`config.mk`:
```
export PLATFORM = sky130hd
export DESIGN_NAME = bin_cnt_seq
export DESIGN_NICKNAME = d
export VERILOG_FILES = /design/src/rtl/bin_cnt_seq_pkg.sv /design/src/rtl/bin_cnt_seq_presc_tick.sv /design/src/rtl/bin_cnt_seq.sv
export SDC_FILE = /design/constraint.sdc
export NUM_CORES = 1
export LEC_CHECK = 0
export CAP_MARGIN = 10
export CORE_MARGIN = 3
export CORE_UTILIZATION = 40
export DETAILED_ROUTE_END_ITERATION = 7
export GPL_TIMING_DRIVEN = 0
export HOLD_SLACK_MARGIN = 0.08
export PLACE_DENSITY = 0.75
export SETUP_SLACK_MARGIN = 0.3
export SYNTH_ARGS = -nofsm -noshare
export SYNTH_HDL_FRONTEND = slang
export SYNTH_SLANG_ARGS = --single-unit
```
`constraint.sdc`:
```
create_clock -name clk -period 2.31 [get_ports clk]
set_input_delay 0.3465 -clock clk [delete_from_list [all_inputs] [get_ports clk]]
set_output_delay 0.3465 -clock clk [all_outputs]
set_load 0.02 [all_outputs]
```
`src/rtl/bin_cnt_seq_pkg.sv`:
```
// Shared definitions for the binary counter sequencer: state encoding,
// reload counter width and prescaler counter sizing.
package bin_cnt_seq_pkg;

    typedef enum logic [1:0] {
        IDLE = 2'd0,
        LOAD = 2'd1,
        RUN  = 2'd2,
        CLR  = 2'd3
    } state_e;

    localparam int RELOADS_W = 8;

    // A prescale of 1 still needs a 1-bit counter so the tick compare is legal.
    function automatic int pcnt_width(input int presc);
        return (presc > 1) ? $clog2(presc) : 1;
    endfunction

endpackage

```
`src/rtl/bin_cnt_seq_presc_tick.sv`:
```
// Prescaler: counts 0..PRESC-1 while enabled and flags the last count as tick.
module bin_cnt_seq_presc_tick
    import bin_cnt_seq_pkg::*;
#(
    parameter int PRESC = 4
) (
    input  logic clk,
    input  logic reset,
    input  logic clr_i,
    input  logic en_i,
    output logic tick_o
);

    localparam int W = pcnt_width(PRESC);
    localparam logic [W-1:0] LAST = W'(PRESC - 1);

    logic [W-1:0] pcnt_q;
    logic [W-1:0] pcnt_d;

    assign tick_o = (pcnt_q == LAST);

    always_comb begin
        pcnt_d = pcnt_q;
        if (clr_i) begin
            pcnt_d = '0;
        end else if (en_i) begin
            pcnt_d = tick_o ? '0 : pcnt_q + 1'b1;
        end
    end

    always_ff @(posedge clk or posedge reset) begin
        if (reset) begin
            pcnt_q <= '0;
        end else begin
            pcnt_q <= pcnt_d;
        end
    end

endmodule

```
`src/rtl/bin_cnt_seq.sv`:
```
// Sequencer for the universal binary counter: loads an initial value, steps the
// counter at a prescaled rate and stops or reloads on the terminal count.
module bin_cnt_seq
    import bin_cnt_seq_pkg::*;
#(
    parameter int N     = 3,
    parameter int PRESC = 4
) (
    input  logic                 clk,
    input  logic                 reset,
    input  logic                 start,
    input  logic                 stop,
    input  logic                 dir,
    input  logic                 mode,
    input  logic [N-1:0]         init,
    input  logic                 max_tick,
    input  logic                 min_tick,
    output logic                 syn_clr,
    output logic                 load,
    output logic                 en,
    output logic                 up,
    output logic [N-1:0]         d,
    output logic                 busy,
    output logic                 done,
    output logic [RELOADS_W-1:0] reloads
);

    state_e               state_q, state_d;
    logic [N-1:0]         init_q, init_d;
    logic                 dir_q, dir_d;
    logic                 mode_q, mode_d;
    logic                 done_q, done_d;
    logic [RELOADS_W-1:0] reloads_q, reloads_d;
    logic                 tick;
    logic                 term;

    function automatic logic [RELOADS_W-1:0] sat_inc(input logic [RELOADS_W-1:0] v);
        return (&v) ? v : v + 1'b1;
    endfunction

    // Held clear outside RUN, so the LOAD cycle restarts the prescale window.
    bin_cnt_seq_presc_tick #(
        .PRESC (PRESC)
    ) u_presc (
        .clk    (clk),
        .reset  (reset),
        .clr_i  (state_q != RUN),
        .en_i   (state_q == RUN),
        .tick_o (tick)
    );

    assign term = dir_q ? max_tick : min_tick;

    always_comb begin
        state_d   = state_q;
        init_d    = init_q;
        dir_d     = dir_q;
        mode_d    = mode_q;
        done_d    = 1'b0;
        reloads_d = reloads_q;
        syn_clr   = 1'b0;
        load      = 1'b0;
        en        = 1'b0;
        up        = 1'b0;
        case (state_q)
            IDLE: begin
                if (stop) begin
                    state_d = CLR;
                end else if (start) begin
                    init_d    = init;
                    dir_d     = dir;
                    mode_d    = mode;
                    reloads_d = '0;
                    state_d   = LOAD;
                end
            end
            LOAD: begin
                load    = 1'b1;
                up      = dir_q;
                state_d = stop ? CLR : RUN;
            end
            RUN: begin
                up = dir_q;
                // Counter strobes ignore stop; stop only redirects state and kills done.
                if (tick) begin
                    if (!term) begin
                        en = 1'b1;
                    end else if (mode_q) begin
                        load = 1'b1;
                        if (!stop) begin
                            done_d    = 1'b1;
                            reloads_d = sat_inc(reloads_q);
                        end
                    end else if (!stop) begin
                        done_d  = 1'b1;
                        state_d = IDLE;
                    end
                end
                if (stop) begin
                    state_d = CLR;
                end
            end
            CLR: begin
                syn_clr = 1'b1;
                state_d = IDLE;
            end
            default: state_d = IDLE;
        endcase
    end

    always_ff @(posedge clk or posedge reset) begin
        if (reset) begin
            state_q   <= IDLE;
            init_q    <= '0;
            dir_q     <= 1'b0;
            mode_q    <= 1'b0;
            done_q    <= 1'b0;
            reloads_q <= '0;
        end else begin
            state_q   <= state_d;
            init_q    <= init_d;
            dir_q     <= dir_d;
            mode_q    <= mode_d;
            done_q    <= done_d;
            reloads_q <= reloads_d;
        end
    end

    assign d       = init_q;
    assign busy    = (state_q != IDLE);
    assign done    = done_q;
    assign reloads = reloads_q;

endmodule

```
==> results.yml, run 1 <==
power:
  swShare_pct: 44.1
  p_seq_share_pct: 30.4
  internal_power_uw: 1050
  ir_worst_vdd_mv: 0.718
  power_uw: 1870
  power.switching_uw: 825
  p_per_area_mw_per_mm2: 1220
  p_leak_uw: 0.000625
  p_clk_share_pct: 10.4
  comb_power_share_pct: 59.2
setup_path:
  endpoint_kind: "output port"
  critical_path_class: "reg -> out"
  path_cells: "buf_4 -> ha_1 -> clkdlybuf4s50_1"
  worst_setup_path_start_kind: "register"
  worstPathArrival_ps: 1610
  crit_path_max_incr_delay_ps: 530
  reg2reg_to: "reloads[3]"
  reg2regPathDepth: 7
  worstReg2RegStart: "state_q[1]"
  crit_required_ps: 1960
  crit_fanout: 5
  critPathTopFamily: "buffers and inverters"
  r2r_setup_slack_ps: 370
  crit_slowest_cell: "clkdlybuf4s50_1"
  critPathBufInv: 2
routing:
  drt_iter0_markers: 29
  firstDrtPassIters: 4
  wl_per_cell_um: 15.9
  drtAntennaViolNets: 0
  via_per_inst: 5.64
  vias: 953
  drc_errors: 0
  wl_um: 2690
die:
  row_count: 18
  initial_core_util_pct: 43.3
  core_area_mm2: 0.00257
  io_pins: 28
  die_w_um: 58.7
  die-height_um: 58.7
  dieArea_mm2: 0.00345
grt:
  grt_max_degree: 19
  grt_remaining_overflow: 0
  grt_util_all_layers_pct: 15.6
  grt_antenna_before_repair: 0
  grt_pass1_vias: 930
  grt_pass1_wl_um: 4110
yosys:
  async_flop_share_pct: 100
  synth_common_cells: "18 x dfrtp_1, 9 x ha_1, 9 x inv_1"
  synth_ff_type: "dfrtp_1"
  synth_edf_count: 0
  ys_seq_area_share_pct: 40.5
  netlist_instances: 106
  synth_warnings: 0
  avgSynthCellArea_um2: 10.5
  synth.distinct_cells: 34
  netlist_top_cells_area: "dfrtp_1 40%, ha_1 10%, mux2_2 5.1%, o21ai_0 3.6%, nand3_1 3.1%"
  ys_ff_latch: 18
  synth_area_mm2: 0.00111
  synth_nets: 126
  synth.top_cell.area_share_pct: 40.5
  yosysMostFrequentCell: "dfrtp_1"
  yosys.area.top_type: "dfrtp_1"
hold_path:
  hold_class: "in -> async"
clock_network:
  insertion_delay_ps: 290
  postCtsHoldBufs: 0
  clockBufferDepth: 2
  root_buffer: "clkbuf_4"
  htreeDepth: 1
  clk_pin_slew_ps: 110
  cts_buffers: 3
  cts_tree: "yes"
  cts_sinks: 18
finish:
  drive_above_1_share_pct: 22.3
  fill_cells: 223
  nets: 160
  multi_input_area_um2: 663
  utilization_pct: 59.6
  areaGrowthSynthToFinish_pct: 37.7
  diodes: 0
  fin_area_mm2: 0.00153
  regArea_um2: 453
timing:
  worstMarginPinSlew_ps: 678
  finalCritPeriodShare_pct: 84.5
  finalHoldViolations: 0
  fin_skew_ps: 7.50
  rsz0062_at_grt: "true"
  fin_crit_ps: 1950
  fmaxAchievable_ghz: 0.512
  slew_violations: 0
  slew_headroom_pct: 54.7
  tns_ps: 0
  setup_viol: 0
  final.setup.worst_slack_ps: 358
run_status:
  outcome: "complete, no violations"
placed_design:
  dpl_worst_slack_ps: -248
  dpl_cell_area_mm2: 0.00142
  numPortBuffers: 27
  dpl.hpwl_um: 1800
  place_congestion: 0.799
run:
  drv_cap: 0
## power groups by stage
stage	clock network (uW)	registers [uW]	logic (uW)
6_report	194	570	1110
4_1_cts	201	553	1020
5_1_grt	221	587	1180
3_3_place_gp	0	549	962
2_1_floorplan	0	611	580
3_5_place_dp	0	561	986
## flip-flops by register name, indices dropped and copies added (netlist names)
signal and flops:
dir_q 1, reloads 8, state_q 2, done 1
d 3, mode_q 1, u_presc.pcnt_q 2
## per-layer routing
layer / global-route usage, % / up-vias / wire length [um]
met3: 5.04 / 2 / 165
met5: 0 / - / 0
li1: - / 456 / -
met2: 27.9 / 38 / 1440
met4: 4.53 / 0 / 15
met1: 17.5 / 457 / 1070
## metrics by stage
stage | hold slack (ps) | cells
floorplan | 285 | 106
global placement | 448 | 163
detailed placement | 472 | 163
CTS | 462 | 168
global route | 493 | 169
finish | 436 | 169
## cell type report
cell class	count	share of cell area [%]
Clock buffer	4	2.37
Timing Repair Buffer	29	18.2
Inverter	9	2.61
Tap cell	30	2.45
Multi-Input combinational cell	77	43.3
Buffer	2	1.47
Sequential cell	18	29.6
## kinds of logic after synthesis
logic type	synth area share, %
AO/OA/AOI/OAI	20.0
adder cells (fa/ha/maj)	10.1
buffers and inverters	4.39
flip-flops	40.5
multiplexers	8.21
AND/OR/NAND/NOR	16.8
## repair_timing
action | 4_1_cts | 5_1_grt
pin swaps | 0 | 1
gates resized for setup | 16 | 13
buffers inserted | 1 | 1
setup endpoints to repair | 12 | 11
hold endpoints to repair | 0 | 0
## worst max path at each step
| stage | start | end | slack, ps | depth (start not counted) |
|---|---|---|---|---|
| floorplan | state_q[0] | reloads[3] | 340 | 7 |
| global route | state_q[0] | load | 260 | 7 |
| finish | state_q[0] | syn_clr | 360 | 3 |
| CTS | state_q[0] | load | 180 | 7 |
| global placement | state_q[0] | load | -180 | 7 |
| detailed placement | state_q[0] | load | -250 | 7 |
## cells in the final DEF (no fill, tap or decap), drive strengths merged, types with 2 or more instances in the layout
cell,synthesis,final
mux2i,2,2
clkbuf,1,4
or4,2,2
nand4,2,2
o31ai,4,4
nand2,6,6
dfrtp,18,18
and2,2,2
nor3,2,2
buf,1,5
mux2,6,6
dlygate4sd2,0,2
a21oi,2,2
o221ai,3,3
nand2b,5,5
ha,9,9
nand3,7,7
o21ai,8,8
inv,9,8
nor2,4,4
clkdlybuf4s50,0,23
(Power assumes the default switching activity.)
==> run 2, diff against run 1 <==
- PLACE_DENSITY: 0.75 -> 0.78
- clock period: 2.31 -> 1.7 ns (I/O delays scaled with it)
==> results.yml, run 2 (synthesis results as in run 1) <==
run_status:
  outcome: "finished with violations"
  violations: "setup timing"
setup_path:
  crit_fanout: 4
  reg2reg_to: "reloads[4]"
  worstReg2RegStart: "state_q[1]"
  endpoint_kind: "output port"
  crit_required_ps: 1440
  critical_path_class: "reg -> out"
  worst_setup_path_start_kind: "register"
  reg2regPathDepth: 7
  worstPathArrival_ps: 1560
  r2r_setup_slack_ps: -110
clock_network:
  insertion_delay_ps: 300
  htreeDepth: 1
  cts_sinks: 18
  cts_tree: "yes"
  root_buffer: "clkbuf_4"
  cts_buffers: 3
  clk_pin_slew_ps: 100
  clockBufferDepth: 2
die:
  initial_core_util_pct: 43.3
  die_w_um: 58.7
  die-height_um: 58.7
  io_pins: 28
  row_count: 18
  core_area_mm2: 0.00257
  dieArea_mm2: 0.00345
timing:
  setup_viol: 13
  finalHoldViolations: 0
  fmaxAchievable_ghz: 0.551
  slew_headroom_pct: 56.2
  fin_skew_ps: 2.68
  worstMarginPinSlew_ps: 656
  slew_violations: 0
  finalCritPeriodShare_pct: 107
  holdWs_ps: 341
  final.setup.worst_slack_ps: -114
  fin_crit_ps: 1810
  rsz0062_at_grt: "true"
finish:
  nets: 175
  drive_above_1_share_pct: 37.7
  areaGrowthSynthToFinish_pct: 54.8
  largest_reg_flops: 8
  utilization_pct: 67.1
  fill_cells: 199
  most-common-layout-cells: "15 x dfrtp_1, 11 x dlygate4sd2_1, 11 x buf_4, 10 x buf_6, 10 x clkdlybuf4s50_1"
  diodes: 0
  final_common_cell: "dfrtp_1"
placed_design:
  dpl.hpwl_um: 1810
  place_congestion: 0.801
  dpl_worst_slack_ps: -548
  numPortBuffers: 27
routing:
  wl_met1_um: 1150
  wl_met3_um: 169
  drtAntennaViolNets: 0
  wl_met2_um: 1570
  firstDrtPassIters: 5
  vias: 1025
  drt_iter0_markers: 39
  wl_per_cell_um: 16.0
  wl_um: 2940
  via_per_inst: 5.57
  drc_errors: 0
  routed.top_layer: "met4"
hold_path:
  hold_class: "in -> async"
power:
  comb_power_share_pct: 64.6
  p_clk_share_pct: 9.0
  p_leak_uw: 0.000740
  internal_power_uw: 1680
  swShare_pct: 42.5
  p_per_area_mw_per_mm2: 1690
  ir_worst_vdd_mv: 1.16
  power.switching_uw: 1240
  p_seq_share_pct: 26.4
grt:
  grt_max_degree: 19
  grt_pass1_wl_um: 4750
  grt_remaining_overflow: 0
  grt_antenna_before_repair: 0
  grt_util_all_layers_pct: 18.1
  grt_pass1_vias: 1007
run:
  drv_cap: 0
==> run 2: changes by cell type in the layout (fill, tap and decap cells not counted), moves of 2 or more <==
cell,delta
dlygate4sd2_1,+9
nand3_2,+2
ha_2,+2
clkdlybuf4s50_1,-13
buf_6,+8
nand3_1,-2
buf_4,+9
clkdlybuf4s15_1,+2
ha_1,-3
==> run 2: final cells by class <==
type	count	area (um2)	area share [%]
clock buffers	4	36.3	2.11
plain buffers	2	25.0	1.45
repair buffers	44	412	23.9
inverters	9	36.3	2.11
flip-flops and latches	18	454	26.4
multi-input cells	77	721	41.9
well taps	30	37.5	2.18
==> run 2: power by group through the flow <==
stage	clock network, uW	logic (uW)	registers (uW)
detailed placement	0	1430	769
global route	288	2030	789
CTS	268	1740	759
global placement	0	1400	756
floorplan	0	872	840
finish	264	1890	769
==> run 2: worst max-delay path by stage <==
stage,from,end,slack (ps),cells after the start
floorplan,state_q[0],reloads[3],20,7
global route,state_q[1],reloads[4],-190,7
global placement,state_q[0],load,-530,7
finish,state_q[1],up,-110,4
detailed placement,state_q[0],load,-550,7
CTS,state_q[1],reloads[4],-130,7
==> run 2: timing repair <==
item	in CTS	in global routing
setup endpoints to repair	33	23
hold buffers	0	0
cloned	0	0
gates resized for setup	49	9
setup buffers	14	3
pin swaps	4	4
==> run 2: metal layers <==
| layer | vias up | track usage, % |
|---|---|---|
| li1 | 488 | - |
| met1 | 497 | 22.5 |
| met2 | 34 | 30.6 |
| met3 | 6 | 5.26 |
| met4 | 0 | 4.53 |
| met5 | - | 0 |
==> run 2: worst max-delay path, cell delays in order (launching register included) <==
cell and delay, ps:
dfrtp_2 470, inv_2 130, ha_2 290, and2_1 130
clkdlybuf4s15_2 240
==> run 2: through the flow <==
step	setup TNS (ps)	cell area (um2)	power, uW	cells
final	-872	1720	2920	184
after global routing	-1930	1720	3110	184
after CTS	-877	1670	2770	181
after detailed placement	-2650	1470	2200	163
after global placement	-2330	1470	2150	163
after floorplan	0	1160	1710	106
==> run 3, diff against run 2 <==
- CORE_ASPECT_RATIO: not set -> 1.75
==> results.yml, run 3 (synthesis results as in run 1) <==
routing:
  drc_errors: 0
  firstDrtPassIters: 4
  vias: 1038
  via_per_inst: 5.73
  wl_per_cell_um: 16.8
  drtAntennaViolNets: 0
  drt_iter0_markers: 41
  wl_um: 3040
grt:
  grt_pass1_wl_um: 4960
  busiest_layer: "met2"
  grt_util_all_layers_pct: 19.3
  grt_antenna_before_repair: 0
  grt_pass1_vias: 1063
  grt_remaining_overflow: 0
  globalRouteMet3Util_pct: 2.84
  grt_max_degree: 19
  grt_use_met2_pct: 32.8
  grt.met1_usage_pct: 22.7
die:
  core_area_mm2: 0.00258
  initial_core_util_pct: 43.1
  die-height_um: 75.8
  row_count: 24
  dieArea_mm2: 0.00347
  io_pins: 28
  die_w_um: 45.9
setup_path:
  crit_fanout: 8
  r2r_setup_slack_ps: -60
  endpoint_kind: "register"
  critical_path_class: "reg -> reg"
  worst_setup_path_start_kind: "register"
  worstPathArrival_ps: 1930
  worstReg2RegStart: "state_q[1]"
  crit_required_ps: 1870
  reg2regPathDepth: 6
  reg2reg_to: "reloads[3]"
placed_design:
  dpl_worst_slack_ps: -597
  place_congestion: 0.821
  dpl.hpwl_um: 1980
  placed_cells: 159
  numPortBuffers: 27
  dpl_cell_area_mm2: 0.00146
timing:
  tns_ps: -247
  slew_headroom_pct: 52.6
  finalCritPeriodShare_pct: 104
  setup_viol: 5
  fin_crit_ps: 1760
  finalHoldViolations: 0
  worstMarginPinSlew_ps: 710
  slew_violations: 0
  rsz0062_at_grt: "true"
  fmaxAchievable_ghz: 0.567
  fin_skew_ps: 3.15
  final.setup.worst_slack_ps: -63.2
clock_network:
  clk_pin_slew_ps: 70
  insertion_delay_ps: 260
  cts_buffers: 3
  postCtsHoldBufs: 0
  cts_sinks: 18
  root_buffer: "clkbuf_8"
  cts_tree: "yes"
  clockBufferDepth: 2
  htreeDepth: 1
finish:
  drive_above_1_share_pct: 39.4
  final_common_cell: "buf_4"
  nets: 176
  finalNonFillerCells: 181
  fill_cells: 199
  largest_reg_flops: 8
  fin_area_mm2: 0.00174
  most-common-layout-cells: "17 x buf_4, 15 x dfrtp_1, 11 x dlygate4sd2_1, 9 x clkdlybuf4s50_1"
  diodes: 0
  areaGrowthSynthToFinish_pct: 56.7
run_status:
  outcome: "finished with violations"
  violations: "setup timing"
hold_path:
  hold_end: "done"
  hold_class: "in -> reg"
  worstHoldStart: "stop"
  hold_depth: 2
power:
  power_uw: 3020
  p_per_area_mw_per_mm2: 1730
  ir_worst_vdd_mv: 0.879
  p_leak_uw: 0.000763
run:
  drv_cap: 0
==> run 3: cell types whose count changed in the layout (fill, tap and decap cells not counted), sizes merged <==
cell	before	now
clkbuf	5	4
dlymetal6s2s	0	1
clkdlybuf4s15	3	1
clkdlybuf4s50	10	9
clkinv	0	1
buf	21	25
inv	9	8
==> run 3: per-layer routing <==
| metal | up-vias | part of all wire, % |
|---|---|---|
| met5 | - | 0 |
| met4 | 0 | 2.4 |
| met3 | 7 | 3.9 |
| met2 | 32 | 55 |
| met1 | 510 | 39 |
| li1 | 489 | - |
==> run 3: how the worst max path moves through the flow <==
stage,startpoint,to,slack [ps],cells past startpoint
2_1_floorplan,state_q[0],reloads[3],20,7
3_3_place_gp,state_q[0],load,-580,7
3_5_place_dp,state_q[0],load,-600,7
4_1_cts,state_q[0],load,-80,7
5_1_grt,state_q[0],reloads[4],-130,7
6_report,state_q[1],reloads[3],-60,6
==> run 3: layout make-up <==
class	instances	area, um2	area share (%)
clock buffers	4	55.1	3.16
repair buffers	45	398	22.8
well taps	26	32.5	1.87
plain buffers	2	26.3	1.51
multi-input cells	77	728	41.8
flip-flops and latches	18	454	26.1
inverters	9	48.8	2.80
==> run 3: report_power, final <==
| group | total [uW] | internal, uW | switching, uW |
|---|---|---|---|
| logic | 1890 | 945 | 944 |
| clock network | 362 | 206 | 156 |
| registers | 770 | 590 | 181 |
==> run 3: repair_timing <==
item | in CTS | in global routing
cloned | 0 | 0
buffers inserted | 11 | 7
endpoints found under the hold margin | 0 | 0
pin swaps | 7 | 8
gates resized for setup | 61 | 7
endpoints found under the setup margin | 33 | 19
==> run 3: through the flow <==
stage | utilization, % | hold WS (ps)
2_1_floorplan | - | 194
3_3_place_gp | 56.6 | 450
3_5_place_dp | 56.6 | 459
4_1_cts | 64.9 | 440
5_1_grt | 67.5 | 375
6_report | 67.5 | 351
==> run 3: critical path, cell delays in order, from the launching register on <==
cell,delay [ps]
dfrtp_2,480
ha_4,220
mux2_4,210
o2111ai_4,150
or2_1,250
buf_6,150
o311ai_4,200
